**src/rtl/dspl_decoder_nexys.sv**
```systemverilog
// dspl_decoder_nexys: rebuilds digit words d1..d8 from the multiplexed an/dec_ddp display lines
module dspl_decoder_nexys #(
    parameter int STABLE_CYCLES  = 4,
    parameter int TIMEOUT_CYCLES = 1_000_000
) (
    input  logic       clock,
    input  logic       reset,
    input  logic [7:0] an,
    input  logic [7:0] dec_ddp,
    output logic [5:0] d1,
    output logic [5:0] d2,
    output logic [5:0] d3,
    output logic [5:0] d4,
    output logic [5:0] d5,
    output logic [5:0] d6,
    output logic [5:0] d7,
    output logic [5:0] d8,
    output logic       frame_valid,
    output logic       glyph_err,
    output logic       an_err
);
    localparam int SW = $clog2(STABLE_CYCLES + 1);
    localparam int TW = $clog2(TIMEOUT_CYCLES + 1);
    localparam logic [SW-1:0] STAB_MAX = SW'(STABLE_CYCLES);
    localparam logic [SW-1:0] STAB_PRE = SW'(STABLE_CYCLES - 1);
    localparam logic [TW-1:0] TO_MAX = TW'(TIMEOUT_CYCLES);

    typedef enum logic [1:0] {IDLE, COLLECT, PUBLISH} state_t;

    logic [15:0]     sync1_q, sync2_q, prev_q;
    logic [SW-1:0]   stab_cnt_q, stab_cnt_d;
    logic [TW-1:0]   to_cnt_q, to_cnt_d;
    state_t          state_q, state_d;
    logic [7:0]      seen_q, seen_d;
    logic [7:0][5:0] shadow_q, shadow_d, d_q, d_d, frame;
    logic            frame_valid_q, frame_valid_d;
    logic            glyph_err_q, glyph_err_d;
    logic            an_err_q, an_err_d;
    logic [7:0]      an_s;
    logic [6:0]      seg_s;
    logic            dp_s;
    logic [3:0]      zeros, hex;
    logic [2:0]      idx;
    logic            changed, stable_hit, cap, hit, wrap, timeout, publish;
    logic [5:0]      slot;

    function automatic logic [4:0] glyph_lookup(input logic [6:0] seg);
        case (seg)
            7'b0000001: return 5'h10;
            7'b1001111: return 5'h11;
            7'b0010010: return 5'h12;
            7'b0000110: return 5'h13;
            7'b1001100: return 5'h14;
            7'b0100100: return 5'h15;
            7'b0100000: return 5'h16;
            7'b0001111: return 5'h17;
            7'b0000000: return 5'h18;
            7'b0000100: return 5'h19;
            7'b0001000: return 5'h1A;
            7'b1100000: return 5'h1B;
            7'b0110001: return 5'h1C;
            7'b1000010: return 5'h1D;
            7'b0110000: return 5'h1E;
            7'b0111000: return 5'h1F;
            default:    return 5'h00;
        endcase
    endfunction

    assign {an_s, seg_s, dp_s} = sync2_q;

    always_comb begin
        zeros = '0;
        idx = '0;
        for (int k = 0; k < 8; k++) if (!an_s[k]) begin
            zeros = zeros + 4'd1;
            idx = 3'(k);
        end
        changed = sync2_q != prev_q;
        stab_cnt_d = changed ? '0 : (stab_cnt_q == STAB_MAX ? STAB_MAX : stab_cnt_q + SW'(1));
        stable_hit = !changed && stab_cnt_q == STAB_PRE;
        cap = stable_hit && zeros == 4'd1;
        an_err_d = stable_hit && zeros > 4'd1;
        {hit, hex} = glyph_lookup(seg_s);
        glyph_err_d = cap && !hit;
        slot = {1'b1, hit ? hex : 4'h0, ~dp_s};
        timeout = !cap && to_cnt_q == TO_MAX;
        to_cnt_d = (cap || timeout) ? '0 : to_cnt_q + TW'(1);
        wrap = cap && seen_q[idx];
        publish = wrap || timeout;
        frame = '0;
        for (int k = 0; k < 8; k++) frame[k] = seen_q[k] ? shadow_q[k] : 6'd0;
        d_d = publish ? frame : d_q;
        frame_valid_d = publish;
        seen_d = timeout ? '0 : wrap ? 8'b1 << idx : cap ? seen_q | (8'b1 << idx) : seen_q;
        shadow_d = shadow_q;
        if (cap) shadow_d[idx] = slot;
        state_d = cap ? (wrap ? PUBLISH : COLLECT) :
                  timeout ? (state_q == IDLE ? IDLE : PUBLISH) :
                  state_q == PUBLISH ? COLLECT : state_q;
    end

    always_ff @(posedge clock or negedge reset) begin
        if (!reset) begin
            sync1_q       <= '1;
            sync2_q       <= '1;
            prev_q        <= '1;
            stab_cnt_q    <= '0;
            to_cnt_q      <= '0;
            state_q       <= IDLE;
            seen_q        <= '0;
            shadow_q      <= '0;
            d_q           <= '0;
            frame_valid_q <= 1'b0;
            glyph_err_q   <= 1'b0;
            an_err_q      <= 1'b0;
        end else begin
            sync1_q       <= {an, dec_ddp};
            sync2_q       <= sync1_q;
            prev_q        <= sync2_q;
            stab_cnt_q    <= stab_cnt_d;
            to_cnt_q      <= to_cnt_d;
            state_q       <= state_d;
            seen_q        <= seen_d;
            shadow_q      <= shadow_d;
            d_q           <= d_d;
            frame_valid_q <= frame_valid_d;
            glyph_err_q   <= glyph_err_d;
            an_err_q      <= an_err_d;
        end
    end

    assign {d8, d7, d6, d5, d4, d3, d2, d1} = d_q;
    assign frame_valid = frame_valid_q;
    assign glyph_err   = glyph_err_q;
    assign an_err      = an_err_q;
endmodule

```
**config.mk**
```make
export PLATFORM = sky130hd
export DESIGN_NAME = dspl_decoder_nexys
export DESIGN_NICKNAME = d
export VERILOG_FILES = /design/src/rtl/dspl_decoder_nexys.sv
export SDC_FILE = /design/constraint.sdc
export NUM_CORES = 1
export LEC_CHECK = 0
export CAP_MARGIN = 20
export CORE_MARGIN = 4
export CORE_UTILIZATION = 40
export DETAILED_ROUTE_END_ITERATION = 7
export GPL_ROUTABILITY_DRIVEN = 0
export PLACE_DENSITY = 0.68
export SLEW_MARGIN = 20
export SYNTH_ARGS = -nofsm -noshare
export SYNTH_HDL_FRONTEND = slang
export SYNTH_SLANG_ARGS = --single-unit
```
**constraint.sdc**
```tcl
create_clock -name clock -period 7.92 [get_ports clock]
set_input_delay 1.584 -clock clock [delete_from_list [all_inputs] [get_ports clock]]
set_output_delay 1.584 -clock clock [all_outputs]
set_load 0.02 [all_outputs]
```
Word-level counts from Yosys, hierarchy flattened --
Index checks and enable logic that the tools add are counted.
Operators by class: add/subtract/negate cells 9, magnitude comparators 3, eq/ne operators 20, shift operators 1, muxes and demuxes 36, bitwise operators 2, reduce and logical (&&, ||, !) cells 14
Operators by type and width (count):
- 5-bit one-hot mux with 16 select lines | 1
- 6-bit 2-to-1 mux | 9
- 48-bit bitwise mux | 1
- 7-bit by 6-bit == test with 1-bit output, second input constant | 5
- 4-bit 2-to-1 mux | 8
- 4-bit by 1-bit adder with 4-bit output, second input constant | 7
- 7-bit == test, second input constant | 4
- 3-bit 2-to-1 mux | 8
- 8-bit 2-to-1 mux | 3
- 20-bit by 1-bit adder with 20-bit output, second input constant | 1
- 20-bit == test, second input constant | 1
- 20-bit 2-to-1 mux | 1
- 6-bit demux with 3-bit select | 1
- 16-bit != test | 1
- 7-bit by 3-bit == test with 1-bit output, second input constant | 2
- 7-bit by 4-bit == test with 1-bit output, second input constant | 2
- 8-bit OR | 1
- 1-bit by 3-bit left shift with 8-bit output, first input constant | 1
- 7-bit by 1-bit == test with 1-bit output, second input constant | 1
- 7-bit by 5-bit == test with 1-bit output, second input constant | 1
- 1-bit logical AND | 7
- 7-bit logical NOT | 1
- 4-bit by 1-bit == test with 1-bit output, second input constant | 1
- 4-bit by 1-bit > comparator with 1-bit output, second input constant | 1
- 11 further kinds | 16
Word-level totals: register bits after elaboration 178, input port bits 18, word-level logic and storage cells 110

Depth between registers and ports, before layout --
Gate-level depths: netlist of the first run.
depth after elaboration 21, gate-level depth with buffers 22, mapped depth without buffers 20

Worst setup path after synthesis of the first run --
No wires, ideal clock.
path type register to register, from register sync2_q[8], to register shadow_q[10] (netlist name), setup time 0.125 ns, arrival time 4.696 ns, setup slack 3.099 ns, stages on the path, launching flop included 21, period minus slack after synthesis 4.821 ns, path through dfstp_2 inv_1 ha_1 buf_2 xnor2_1 ha_1 mux2i_1 xnor2_1 nor3_1 a211oi_1 ha_1 xor2_1 o32ai_2 nor2_1 inv_1 ha_1 nor4_4 a31oi_4 or4_1 buf_2 mux2_4
On the way: longest elaborated chain between the ends 17
RTL lines:
- from (decl) | RTL line 30 | logic [15:0] sync1_q, sync2_q, prev_q;
- from (signal assigned) | RTL line 118 | sync2_q <= sync1_q;
- 1-bit 2-to-1 mux | RTL line 74 | for (int k = 0; k < 8; k++) if (!an_s[k]) begin
- 4-bit by 1-bit adder with 4-bit output | RTL line 75 | zeros = zeros + 4'd1;
- 4-bit 2-to-1 mux | RTL line 74
- 4-bit by 1-bit adder with 4-bit output | RTL line 75
- 4-bit 2-to-1 mux | RTL line 74
- 4-bit by 1-bit adder with 4-bit output | RTL line 75
- 4-bit 2-to-1 mux | RTL line 74
- 4-bit by 1-bit adder with 4-bit output | RTL line 75
- 4-bit 2-to-1 mux | RTL line 74
- 4-bit by 1-bit adder with 4-bit output | RTL line 75
- 4-bit 2-to-1 mux | RTL line 74
- 4-bit by 1-bit adder with 4-bit output | RTL line 75
- 4-bit 2-to-1 mux | RTL line 74
- 4-bit by 1-bit adder with 4-bit output | RTL line 75
- 4-bit 2-to-1 mux | RTL line 74
- 4-bit by 1-bit == test with 1-bit output | RTL line 81 | cap = stable_hit && zeros == 4'd1;
- 1-bit logical AND * | RTL line 81
- to (signal assigned) | RTL line 124 | shadow_q <= shadow_d;
- to (decl) | RTL line 35 | logic [7:0][5:0] shadow_q, shadow_d, d_q, d_d, frame;
Every way passes the cells marked *; elsewhere a longest branch is shown, timed or not. A chain may end at the register's enable or synchronous reset.

Worst setup path after layout of the first run --
from register sync2_q[9], to register d_q (netlist bit d7[5])
On the way: longest elaborated chain between the ends 18
RTL lines:
- 4-bit 2-to-1 mux | RTL line 74
- 4-bit by 1-bit adder with 4-bit output | RTL line 75
- 4-bit 2-to-1 mux | RTL line 74
- 4-bit by 1-bit adder with 4-bit output | RTL line 75
- 4-bit 2-to-1 mux | RTL line 74
- 4-bit by 1-bit adder with 4-bit output | RTL line 75
- 4-bit 2-to-1 mux | RTL line 74
- 4-bit by 1-bit adder with 4-bit output | RTL line 75
- (+2 left out)
- 4-bit 2-to-1 mux | RTL line 74
- 4-bit by 1-bit adder with 4-bit output | RTL line 75
- 4-bit 2-to-1 mux | RTL line 74
- 4-bit by 1-bit == test with 1-bit output | RTL line 81
- 1-bit logical AND | RTL line 81
- 1-bit logical NOT | RTL line 86 | timeout = !cap && to_cnt_q == TO_MAX;
- 1-bit logical AND | RTL line 86
- 1-bit logical OR * | RTL line 89 | publish = wrap || timeout;
- to (signal assigned) | RTL line 112 | d_q <= '0;
- to (signal assigned) | RTL line 125 | d_q <= d_d;
- to (decl) | RTL line 35
Every way passes the cells marked *; elsewhere a longest branch is shown, timed or not. The select of a mux whose other input is x is not followed.

==> results of run 1 <==
## path summary, 6_finish.rpt
check	from	slack, ps	endpoint
hold reg to reg	sync1_q[15]	350	sync2_q[15]
hold / removal	sync1_q[15]	350	sync2_q[15]
max in group asynchronous	reset	5570	glyph_err
setup / recovery	sync2_q[9]	2290	d7[5]
setup reg to reg	sync2_q[9]	2290	d7[5]
min in group asynchronous	reset	1160	d7[4]
## Yosys cell counts (2+ instances only)
| library cell | number | share of area (%) |
|---|---|---|
| xnor2_1 | 30 | 3.2 |
| mux2i_1 | 55 | 6.7 |
| o311ai_0 | 2 | 0.21 |
| nand3_1 | 23 | 1.4 |
| o21ai_1 | 2 | 0.12 |
| or3_1 | 3 | 0.23 |
| nor4_1 | 3 | 0.23 |
| buf_6 | 2 | 0.27 |
| o22ai_1 | 2 | 0.15 |
| nor3b_1 | 3 | 0.27 |
| buf_4 | 2 | 0.18 |
| and2_1 | 3 | 0.23 |
| nor3_1 | 11 | 0.67 |
| mux2_4 | 13 | 2.4 |
| ha_1 | 13 | 2.0 |
| o21ai_0 | 11 | 0.67 |
| nor2b_1 | 6 | 0.45 |
| nand3b_1 | 3 | 0.27 |
| buf_8 | 3 | 0.54 |
| o211ai_1 | 2 | 0.18 |
| buf_1 | 10 | 0.45 |
| buf_2 | 10 | 0.61 |
| mux2_2 | 23 | 3.1 |
| a211oi_1 | 3 | 0.27 |
| o2111ai_1 | 2 | 0.21 |
| a21oi_1 | 5 | 0.30 |
| a21bo_2 | 7 | 0.85 |
| inv_1 | 68 | 3.1 |
| and3_1 | 5 | 0.38 |
| nand2_1 | 77 | 3.5 |
| nor2_1 | 48 | 2.2 |
| nor4b_1 | 2 | 0.21 |
| o32a_1 | 4 | 0.48 |
| clkbuf_1 | 13 | 0.59 |
| a21boi_0 | 3 | 0.27 |
| or4b_1 | 2 | 0.24 |
| nand2b_1 | 17 | 1.3 |
| xor2_1 | 15 | 1.6 |
| a21o_1 | 2 | 0.18 |
| a221oi_2 | 2 | 0.36 |
| dfstp_2 | 48 | 15 |
| nand4_1 | 12 | 0.91 |
| dfrtp_1 | 130 | 39 |
## routing by layer
layer | track usage (%) | part of all wire, % | up-vias | wire length [um]
met5 | 0 | 0 | - | 0
met4 | 5.57 | 2.1 | 0 | 327
met3 | 3.09 | 4.1 | 22 | 643
met2 | 21.9 | 45 | 109 | 7150
met1 | 20.5 | 48 | 2562 | 7620
li1 | - | - | 2552 | -
## area by class of cell
class	count	area (um^2)
Inverter	69	259
Tap cell	270	338
Clock inverter	14	175
Fill cell	1892	10600
Multi-Input combinational cell	443	3290
Timing Repair Buffer	72	716
Clock buffer	18	439
Sequential cell	178	4510
## critical path: cells and delay by family (launching register included)
kind / cells / cell delay (ps)
adders and majority gates: 4 / 1450
DFF: 1 / 590
AOI/OAI and AO/OA: 5 / 920
muxes: 2 / 480
buffers and inverters: 3 / 920
xor gates and xnor gates: 3 / 470
and+or+nand+nor: 3 / 670
## state kept, by name, summed over array words and instances, names as in the netlist, 3 cells and up
| register | count |
|---|---|
| d6 | 6 |
| sync1_q | 16 |
| d7 | 6 |
| to_cnt_q | 20 |
| sync2_q | 16 |
| prev_q | 16 |
| d1 | 6 |
| shadow_q | 48 |
| d2 | 6 |
| d3 | 6 |
| d8 | 6 |
| stab_cnt_q | 3 |
| d4 | 6 |
| d5 | 6 |
| seen_q | 8 |
## power groups by stage
stage | Combinational (W) | Sequential [W] | Clock, W
floorplan | 0.000121 | 0.000953 | 0
global placement | 0.000157 | 0.000968 | 0
detailed placement | 0.000160 | 0.000969 | 0
CTS | 0.000161 | 0.000952 | 0.000898
global route | 0.000179 | 0.000955 | 0.000937
finish | 0.000160 | 0.000952 | 0.000876
## metrics by stage
step,cells,area (um^2)
after global routing,1064,9730
after global placement,1031,9100
after floorplan,730,8270
after detailed placement,1032,9120
final,1064,9730
after CTS,1064,9730
## cell families after synthesis
logic type,synth area share [%]
and+or+nand+nor,13.3
muxes,12.4
adders and majority gates,1.97
DFF,54.6
buffers and inverters,5.78
AOI/OAI and AO/OA,6.34
xor gates and xnor gates,5.58
==> flow_summary_export.csv, run 1 <==
group,metric,value,unit
pwr,swShare,24.2,%
synthesis,synth_warnings,0,
sta,finalSetupViolCount,0,
pwr,total_power,0.00199,W
sta,finClkSkew,9.88,ps
floorplanning,ioPinCount,69,
floorplanning,die_y,152,um
synthesis,syn-num-nets,761,
pwr,p_per_area,204,nW/um^2
status,outcome,"finished, final reports clean",
global_route,grt_pass1_wl,26300,um
pwr,p_leak,4.49,nW
sta,tightest_slew,1060,ps
pwr,power.share.sequential,47.9,%
finish,layout_commonest_cell,"dfrtp_1",
sta,setup_tns,0,ps
finish,antenna_cells,0,
synthesis,ys.flop_type,"dfrtp_1",
clock_network,clock_path_buffers,2,
setup_path,worst-path-max-fanout,56,
clock_network,clk_pin_slew_worst_paths,70,ps
global_route,overflow,0,
synthesis,syn_area,8270,um^2
sta,rsz0062_at_grt,"false",
worst_hold_path,hold_class,"register to register",
synthesis,ys_ff_latch,178,
detailed_routing,remaining_drc_errors,0,
clock_network,clock_latency,420,ps
detailed_routing,drt-total-wl,15700,um
setup_path,path_cells,"inv_1 > ha_1 > xnor2_1 > ha_1 > mux2i_1 > xnor2_1 > nor3_1 > a211oi_1 > ha_1 > xor2_1 > o32ai_2 > nor2_1 > inv_1 > ha_1 > nor4_4 > a31oi_4 > a22o_1 > a221oi_4 > buf_4 > mux2i_1",
synthesis,synth_edf_count,0,
clock_network,cts_buffers,17,
setup_path,critPathCaptureType,"register",
floorplanning,core_area,20300,um^2
detailed_routing,drt-initial-drc-count,325,
global_route,grt_max_degree,69,
finish,layout-drive-gt1-share,17.8,%
sta,period_share,71.0,%
clock_network,post_cts_buffers,0,
worst_hold_path,hold_depth,0,
flow_run,cap_violations,0,
sta,final_hold_viol_count,0,
finish,syn2layout_area_growth,17.7,%
sta,period_needed,5630,ps
placed_design,pre_cts_ws,2290,ps
setup_path,critPathRequiredTime,8260,ps
synthesis,ys_types,73,
clock_network,cts-resized-gates,0,
placed_design,place_hpwl,10700,um
clock_network,cts_num_sinks,178,
setup_path,crit_top_cell,"ha_1",
floorplanning,start_util,40.7,%
detailed_routing,firstDrtPassIters,5,
clock_network,clock-root-buffer,"clkbuf_16",
pwr,p_comb_share,8.1,%
detailed_routing,via_count,5245,
floorplanning,row_count,52,
setup_path,rr_worst_depth,20,
finish,final_cell_mix,"dfrtp_1 (130), nand2_1 (77), inv_1 (68), clkdlybuf4s50_1 (67), mux2i_1 (55)",
synthesis,async_reset_ff_share,100,%
placed_design,port_buffers,68,
detailed_routing,routed_via_density,4.93,
floorplanning,die_w,152,um
detailed_routing,detail-route-antenna-nets,0,
pwr,p_clk_share,44.1,%
sta,setup_ws,2290,ps
clock_network,htree_levels,4,
synthesis,avgSynthCellArea,11.3,um^2
global_route,grt.total_usage,14.5,%
synthesis,netlist_instances,730,
sta,slew_headroom,28.7,%
pwr,netSwitchingPower,0.000482,W
global_route,first_global_vias,5082,
sta,fmax,178,MHz
sta,slew_violations,0,
clock_network,cts_tree,"done",
sta,fin_hold_ws,350,ps
global_route,antenna_found_initial,0,
setup_path,critPathMaxStageDelay,730,ps
setup_path,critPathSlowestCell,"buf_4",
setup_path,path_class,"register to register",
setup_path,arrival,5970,ps
finish,finish.utilization,48.0,%
pwr,internal_power,0.00151,W
synthesis,seq_area_frac_synth,54.6,%
clock_network,cts_hold_buf,0,
floorplanning,die_area,23000,um^2
finish,num-nets-final,812,
pwr,peakVddDrop,0.000147,V
detailed_routing,wire_per_inst,14.8,um
setup_path,cp-start-kind,"register",
Note: power is estimated with default switching activity, not from simulation.
==> run 2: changes to the inputs <==
--- a/config.mk
+++ b/config.mk
@@ -10,7 +10,7 @@
 export CORE_UTILIZATION = 40
 export DETAILED_ROUTE_END_ITERATION = 7
 export GPL_ROUTABILITY_DRIVEN = 0
-export PLACE_DENSITY = 0.68
+export PLACE_DENSITY = 0.7
 export SLEW_MARGIN = 20
 export SYNTH_ARGS = -nofsm -noshare
 export SYNTH_HDL_FRONTEND = slang
==> constraint.sdc (replaced) <==
create_clock -name clock -period 4.9 [get_ports clock]
set_input_delay 0.98 -clock clock [delete_from_list [all_inputs] [get_ports clock]]
set_output_delay 0.98 -clock clock [all_outputs]
set_load 0.02 [all_outputs]
==> flow_summary_export.csv, run 2 (synthesized netlist as in run 1, its figures left out) <==
group,metric,value,unit
clock_network,clock_path_buffers,2,
floorplanning,row_count,52,
pwr,peakVddDrop,0.000291,V
global_route,first_global_vias,5262,
flow_run,cap_violations,0,
sta,finClkSkew,11.9,ps
detailed_routing,wire_per_inst,15.1,um
setup_path,arrival,5010,ps
global_route,grt.total_usage,14.6,%
finish,layout-drive-gt1-share,20.7,%
finish,layout_commonest_cell,"dfrtp_1",
sta,tightest_slew,939,ps
detailed_routing,detail-route-antenna-nets,0,
finish,final_cell_mix,"dfrtp_1 (130), nand2_1 (77), inv_1 (67), clkdlybuf4s50_1 (67), mux2i_1 (54)",
sta,final_hold_viol_count,0,
pwr,netSwitchingPower,0.000773,W
detailed_routing,routed_via_density,4.94,
floorplanning,ioPinCount,69,
pwr,swShare,24.7,%
clock_network,clock_latency,430,ps
setup_path,critPathRequiredTime,5210,ps
placed_design,pre_cts_ws,-5.03,ps
placed_design,place_hpwl,10300,um
detailed_routing,firstDrtPassIters,5,
sta,rsz0062_at_grt,"false",
finish,largest_registers,"shadow_q x48, to_cnt_q x20",
pwr,p_per_area,312,nW/um^2
status,outcome,"finished, final reports clean",
clock_network,clk_pin_slew_worst_paths,70,ps
finish,largest-register,"shadow_q",
pwr,p_comb_share,9.4,%
detailed_routing,remaining_drc_errors,0,
clock_network,cts_buffers,17,
sta,setup_tns,0,ps
detailed_routing,drt-initial-drc-count,297,
setup_path,path_class,"register to register",
finish,antenna_cells,0,
worst_hold_path,hold_class,"register to register",
placed_design,port_buffers,68,
floorplanning,start_util,40.7,%
finish,finish.utilization,49.4,%
sta,finalSetupViolCount,0,
global_route,grt_max_degree,96,
pwr,internal_power,0.00235,W
setup_path,worst-path-max-fanout,8,
floorplanning,core_area,20300,um^2
clock_network,htree_levels,4,
floorplanning,die_y,152,um
floorplanning,die_area,23000,um^2
setup_path,critPathCaptureType,"register",
sta,fmax,212,MHz
finish,largest_register_ffs,48,
finish,num-nets-final,831,
sta,period_needed,4710,ps
detailed_routing,drt-total-wl,16400,um
clock_network,clock-root-buffer,"clkbuf_16",
setup_path,cp-start-kind,"register",
finish,syn2layout_area_growth,21.2,%
sta,slew_headroom,37.1,%
global_route,grt_pass1_wl,26600,um
pwr,p_clk_share,41.4,%
global_route,antenna_found_initial,0,
clock_network,cts_tree,"done",
detailed_routing,via_count,5354,
pwr,p_leak,4.63,nW
finish,fillers,1818,
pwr,power.share.sequential,49.2,%
global_route,overflow,0,
floorplanning,die_w,152,um
clock_network,cts_num_sinks,178,
sta,slew_violations,0,
sta,setup_ws,194,ps
sta,period_share,96.1,%
[run 2: cell count changes in the layout (fill, tap and decap cells not counted), moves of 2 or more]
| cell | previous run | this run |
|---|---|---|
| buf_12 | 0 | 2 |
| ha_1 | 13 | 11 |
| ha_4 | 0 | 2 |
| or4b_1 | 2 | 0 |
| clkbuf_1 | 0 | 3 |
| or4b_4 | 0 | 2 |
| buf_16 | 0 | 2 |
| buf_6 | 2 | 4 |
| buf_4 | 3 | 11 |
| bufinv_16 | 3 | 1 |
| clkbuf_16 | 17 | 21 |
| a211oi_2 | 0 | 2 |
| a211oi_1 | 3 | 1 |
[run 2: area by class of cell]
class	count	area, um^2	area share, %
flip-flops and latches	178	4510	45.0
repair buffers	90	993	9.91
inverters	69	259	2.58
well taps	270	338	3.37
clock buffers	21	450	4.49
multi-input cells	444	3360	33.5
clock inverters	11	105	1.05
[run 2: power by group through the flow]
stage / logic, W / registers, W / clock network [W]
2_1_floorplan: 0.000196 / 0.00154 / 0
3_3_place_gp: 0.000260 / 0.00156 / 0
3_5_place_dp: 0.000263 / 0.00156 / 0
4_1_cts: 0.000267 / 0.00154 / 0.00132
5_1_grt: 0.000326 / 0.00154 / 0.00139
6_report: 0.000293 / 0.00154 / 0.00129
[run 2: final timing paths]
path / from / to / slack [ps] / depth (start not counted)
worst min-delay path: sync1_q[15] / sync2_q[15] / 350 / 0
min in group asynchronous: reset / d7[0] / 630 / 1
max in group asynchronous: reset / sync1_q[2] / 3300 / 2
worst max-delay path: sync2_q[8] / shadow_q[39] / 190 / 20
worst min register to register: sync1_q[15] / sync2_q[15] / 350 / 0
worst max register to register: sync2_q[8] / shadow_q[39] / 190 / 20
[run 2: metrics by stage]
step	cells	total power (W)	instance area [um^2]	hold slack, ps
after floorplan	730	0.00174	8270	345
final	1083	0.00313	10000	354
after detailed placement	1035	0.00183	9170	347
after global placement	1035	0.00182	9170	345
after CTS	1067	0.00313	9740	355
after global routing	1083	0.00326	10000	357
[run 2: metal layers]
layer	wire (um)	global-route usage, %
met1	7900	20.3
met2	7730	22.9
met3	593	3.12
met4	176	4.54
met5	0	0
[run 2: timing repair]
item,CTS,global route
pin swaps,0,7
cloned,0,7
setup buffers,0,9
gates resized for setup,3,12
setup endpoints to repair,8,92
hold endpoints to repair,0,0
hold buffers,0,0
[run 2: critical path, cell delays in order (launching register included)]
cell      delay, ps
dfstp_2         550
inv_1            90
ha_1            210
nand2_1          70
o21ai_1         110
ha_1            340
nand2b_1        160
nand2_1          90
xor2_1          170
a211oi_2        230
ha_1            270
xor2_1          170
o32ai_2         100
nor2_2          160
inv_2            70
ha_4            250
nor4_4          350
a31oi_4          90
buf_4           180
or4b_4          590
mux2_4          320
==> run 3: changes to the inputs <==
--- a/config.mk
+++ b/config.mk
@@ -10,7 +10,7 @@
 export CORE_UTILIZATION = 40
 export DETAILED_ROUTE_END_ITERATION = 7
 export GPL_ROUTABILITY_DRIVEN = 0
-export PLACE_DENSITY = 0.7
+export GPL_TIMING_DRIVEN = 0
 export SLEW_MARGIN = 20
 export SYNTH_ARGS = -nofsm -noshare
 export SYNTH_HDL_FRONTEND = slang
==> constraint.sdc (replaced) <==
create_clock -name clock -period 4.9 [get_ports clock]
set_input_delay 0.98 -clock clock [delete_from_list [all_inputs] [get_ports clock]]
set_output_delay 0.98 -clock clock [all_outputs]
set_load 0.01 [all_outputs]
==> flow_summary_export.csv, run 3 (synthesized netlist as in run 1, its figures left out) <==
group,metric,value,unit
sta,slew_headroom,21.7,%
setup_path,critPathRequiredTime,5250,ps
finish,final_cell_mix,"dfrtp_1 (130), nand2_1 (77), clkdlybuf4s50_1 (67), inv_1 (65), mux2i_1 (54)",
detailed_routing,wl_met2,7650,um
global_route,overflow,0,
detailed_routing,topRoutingLayerUsed,"met4",
setup_path,critPathSlowestCell,"dfstp_2",
finish,layout-drive-gt1-share,22.0,%
floorplanning,core_area,20300,um^2
finish,largest_register_ffs,48,
global_route,antenna_found_initial,0,
finish,fin_area,10300,um^2
placed_design,pre_cts_ws,-445,ps
detailed_routing,met1_length,8440,um
detailed_routing,firstDrtPassIters,4,
clock_network,cts_tree,"done",
placed_design,place_area,9350,um^2
finish,fillers,1827,
detailed_routing,detail-route-antenna-nets,0,
finish,num-nets-final,869,
finish,regArea,4510,um^2
clock_network,cts_num_sinks,178,
setup_path,crit_family,"adder cells",
detailed_routing,remaining_drc_errors,0,
worst_hold_path,hold_class,"register to register",
pwr,p_per_area,308,nW/um^2
clock_network,clock-root-buffer,"clkbuf_16",
finish,antenna_cells,0,
clock_network,htree_levels,4,
floorplanning,die_area,23000,um^2
finish,layout_commonest_cell,"dfrtp_1",
floorplanning,start_util,40.7,%
detailed_routing,routed_via_density,4.87,
floorplanning,row_count,52,
placed_design,place_hpwl,11100,um
sta,slew_violations,0,
setup_path,path_cells,"inv_2 > ha_4 > xnor2_2 > ha_4 > mux2i_4 > xnor2_1 > nor3_1 > a211oi_1 > ha_1 > xor2_1 > o32ai_2 > nor2_2 > inv_2 > ha_4 > nor4_4 > a31oi_4 > a22o_1 > a221oi_4 > buf_6 > clkbuf_16 > mux2i_1",
detailed_routing,drt-initial-drc-count,433,
setup_path,critPathCaptureType,"register",
placed_design,port_buffers,68,
floorplanning,die_w,152,um
finish,largest-register,"shadow_q",
setup_path,reg2reg_slack,160,ps
setup_path,path_class,"register to register",
sta,period_share,96.7,%
global_route,grt.total_usage,14.8,%
sta,final_hold_viol_count,0,
setup_path,crit_top_cell,"ha_4",
flow_run,cap_violations,0,
setup_path,cp-start-kind,"register",
clock_network,clock_path_buffers,2,
clock_network,clk_pin_slew_worst_paths,70,ps
sta,finClkSkew,14.1,ps
global_route,first_global_vias,5151,
setup_path,cp.buffers_inverters,4,
finish,multi_input_area,3390,um^2
setup_path,worst-path-max-fanout,6,
sta,setup_ws,161,ps
floorplanning,die_y,152,um
finish,largest_registers,"shadow_q x48, to_cnt_q x20",
pwr,peakVddDrop,0.000255,V
sta,finalSetupViolCount,0,
sta,period_needed,4740,ps
clock_network,cts_buffers,17,
global_route,grt_max_degree,81,
detailed_routing,drt-total-wl,16900,um
detailed_routing,via_count,5460,
sta,tightest_slew,1170,ps
setup_path,critPathMaxStageDelay,550,ps
pwr,p_leak,4.73,nW
finish,syn2layout_area_growth,24.3,%
status,outcome,"finished, final reports clean",
detailed_routing,wire_per_inst,15.1,um
floorplanning,ioPinCount,69,
clock_network,clock_latency,430,ps
detailed_routing,wl_met3,631,um
global_route,grt_pass1_wl,26500,um
sta,fmax,211,MHz
setup_path,arrival,5090,ps
clock_network,cts_hold_buf,0,
## run 3: cell types whose count changed in the layout (fill, tap and decap cells not counted), moves of 3 or more
| cell | before | now |
|---|---|---|
| buf_1 | 0 | 10 |
| buf_2 | 0 | 7 |
| buf_4 | 11 | 18 |
| clkbuf_1 | 3 | 13 |
| ha_1 | 11 | 8 |
## run 3: final timing paths
check,from,end,depth (start not counted)
worst min-delay path,sync1_q[13],sync2_q[13],0
max in group asynchronous,reset,prev_q[15],2
worst max-delay path,sync2_q[9],d2[4],21
worst max register to register,sync2_q[9],d2[4],21
min in group asynchronous,reset,d2[0],1
worst min register to register,sync1_q[13],sync2_q[13],0
## run 3: what timing repair did
action | in CTS | in global routing
gates cloned | 0 | 6
endpoints found under the setup margin | 116 | 96
setup buffers | 9 | 5
resized for setup | 9 | 21
pin swaps | 3 | 9
## run 3: metrics by stage
stage	total power [W]	util [%]	TNS, ps	instances	hold slack [ps]
global route	0.00330	50.6	-206	1121	351
finish	0.00317	50.6	0	1121	347
floorplan	0.00174	-	0	730	345
global placement	0.00182	45.7	-737030	1068	346
CTS	0.00319	49.4	0	1110	350
detailed placement	0.00183	46.0	-30040	1070	347
## run 3: area by class of cell
class / instances / area share, %
tap: 270 / 3.29
timing repair buffer: 90 / 9.35
buffer: 38 / 2.32
clock inverter: 15 / 1.46
multi-input combinational: 444 / 33.0
sequential: 178 / 43.9
inverter: 69 / 2.52
clock buffer: 17 / 4.14
## run 3: where the power goes
| part | internal (W) | switching [W] |
|---|---|---|
| registers | 0.00151 | 0.0000118 |
| clock network | 0.000715 | 0.000607 |
| logic | 0.000138 | 0.000192 |
## run 3: per-layer routing
layer	GRT usage, %	up-vias
met5	0	-
met4	4.13	0
met2	22.3	94
met1	21.5	2672
li1	-	2679
met3	3.27	15
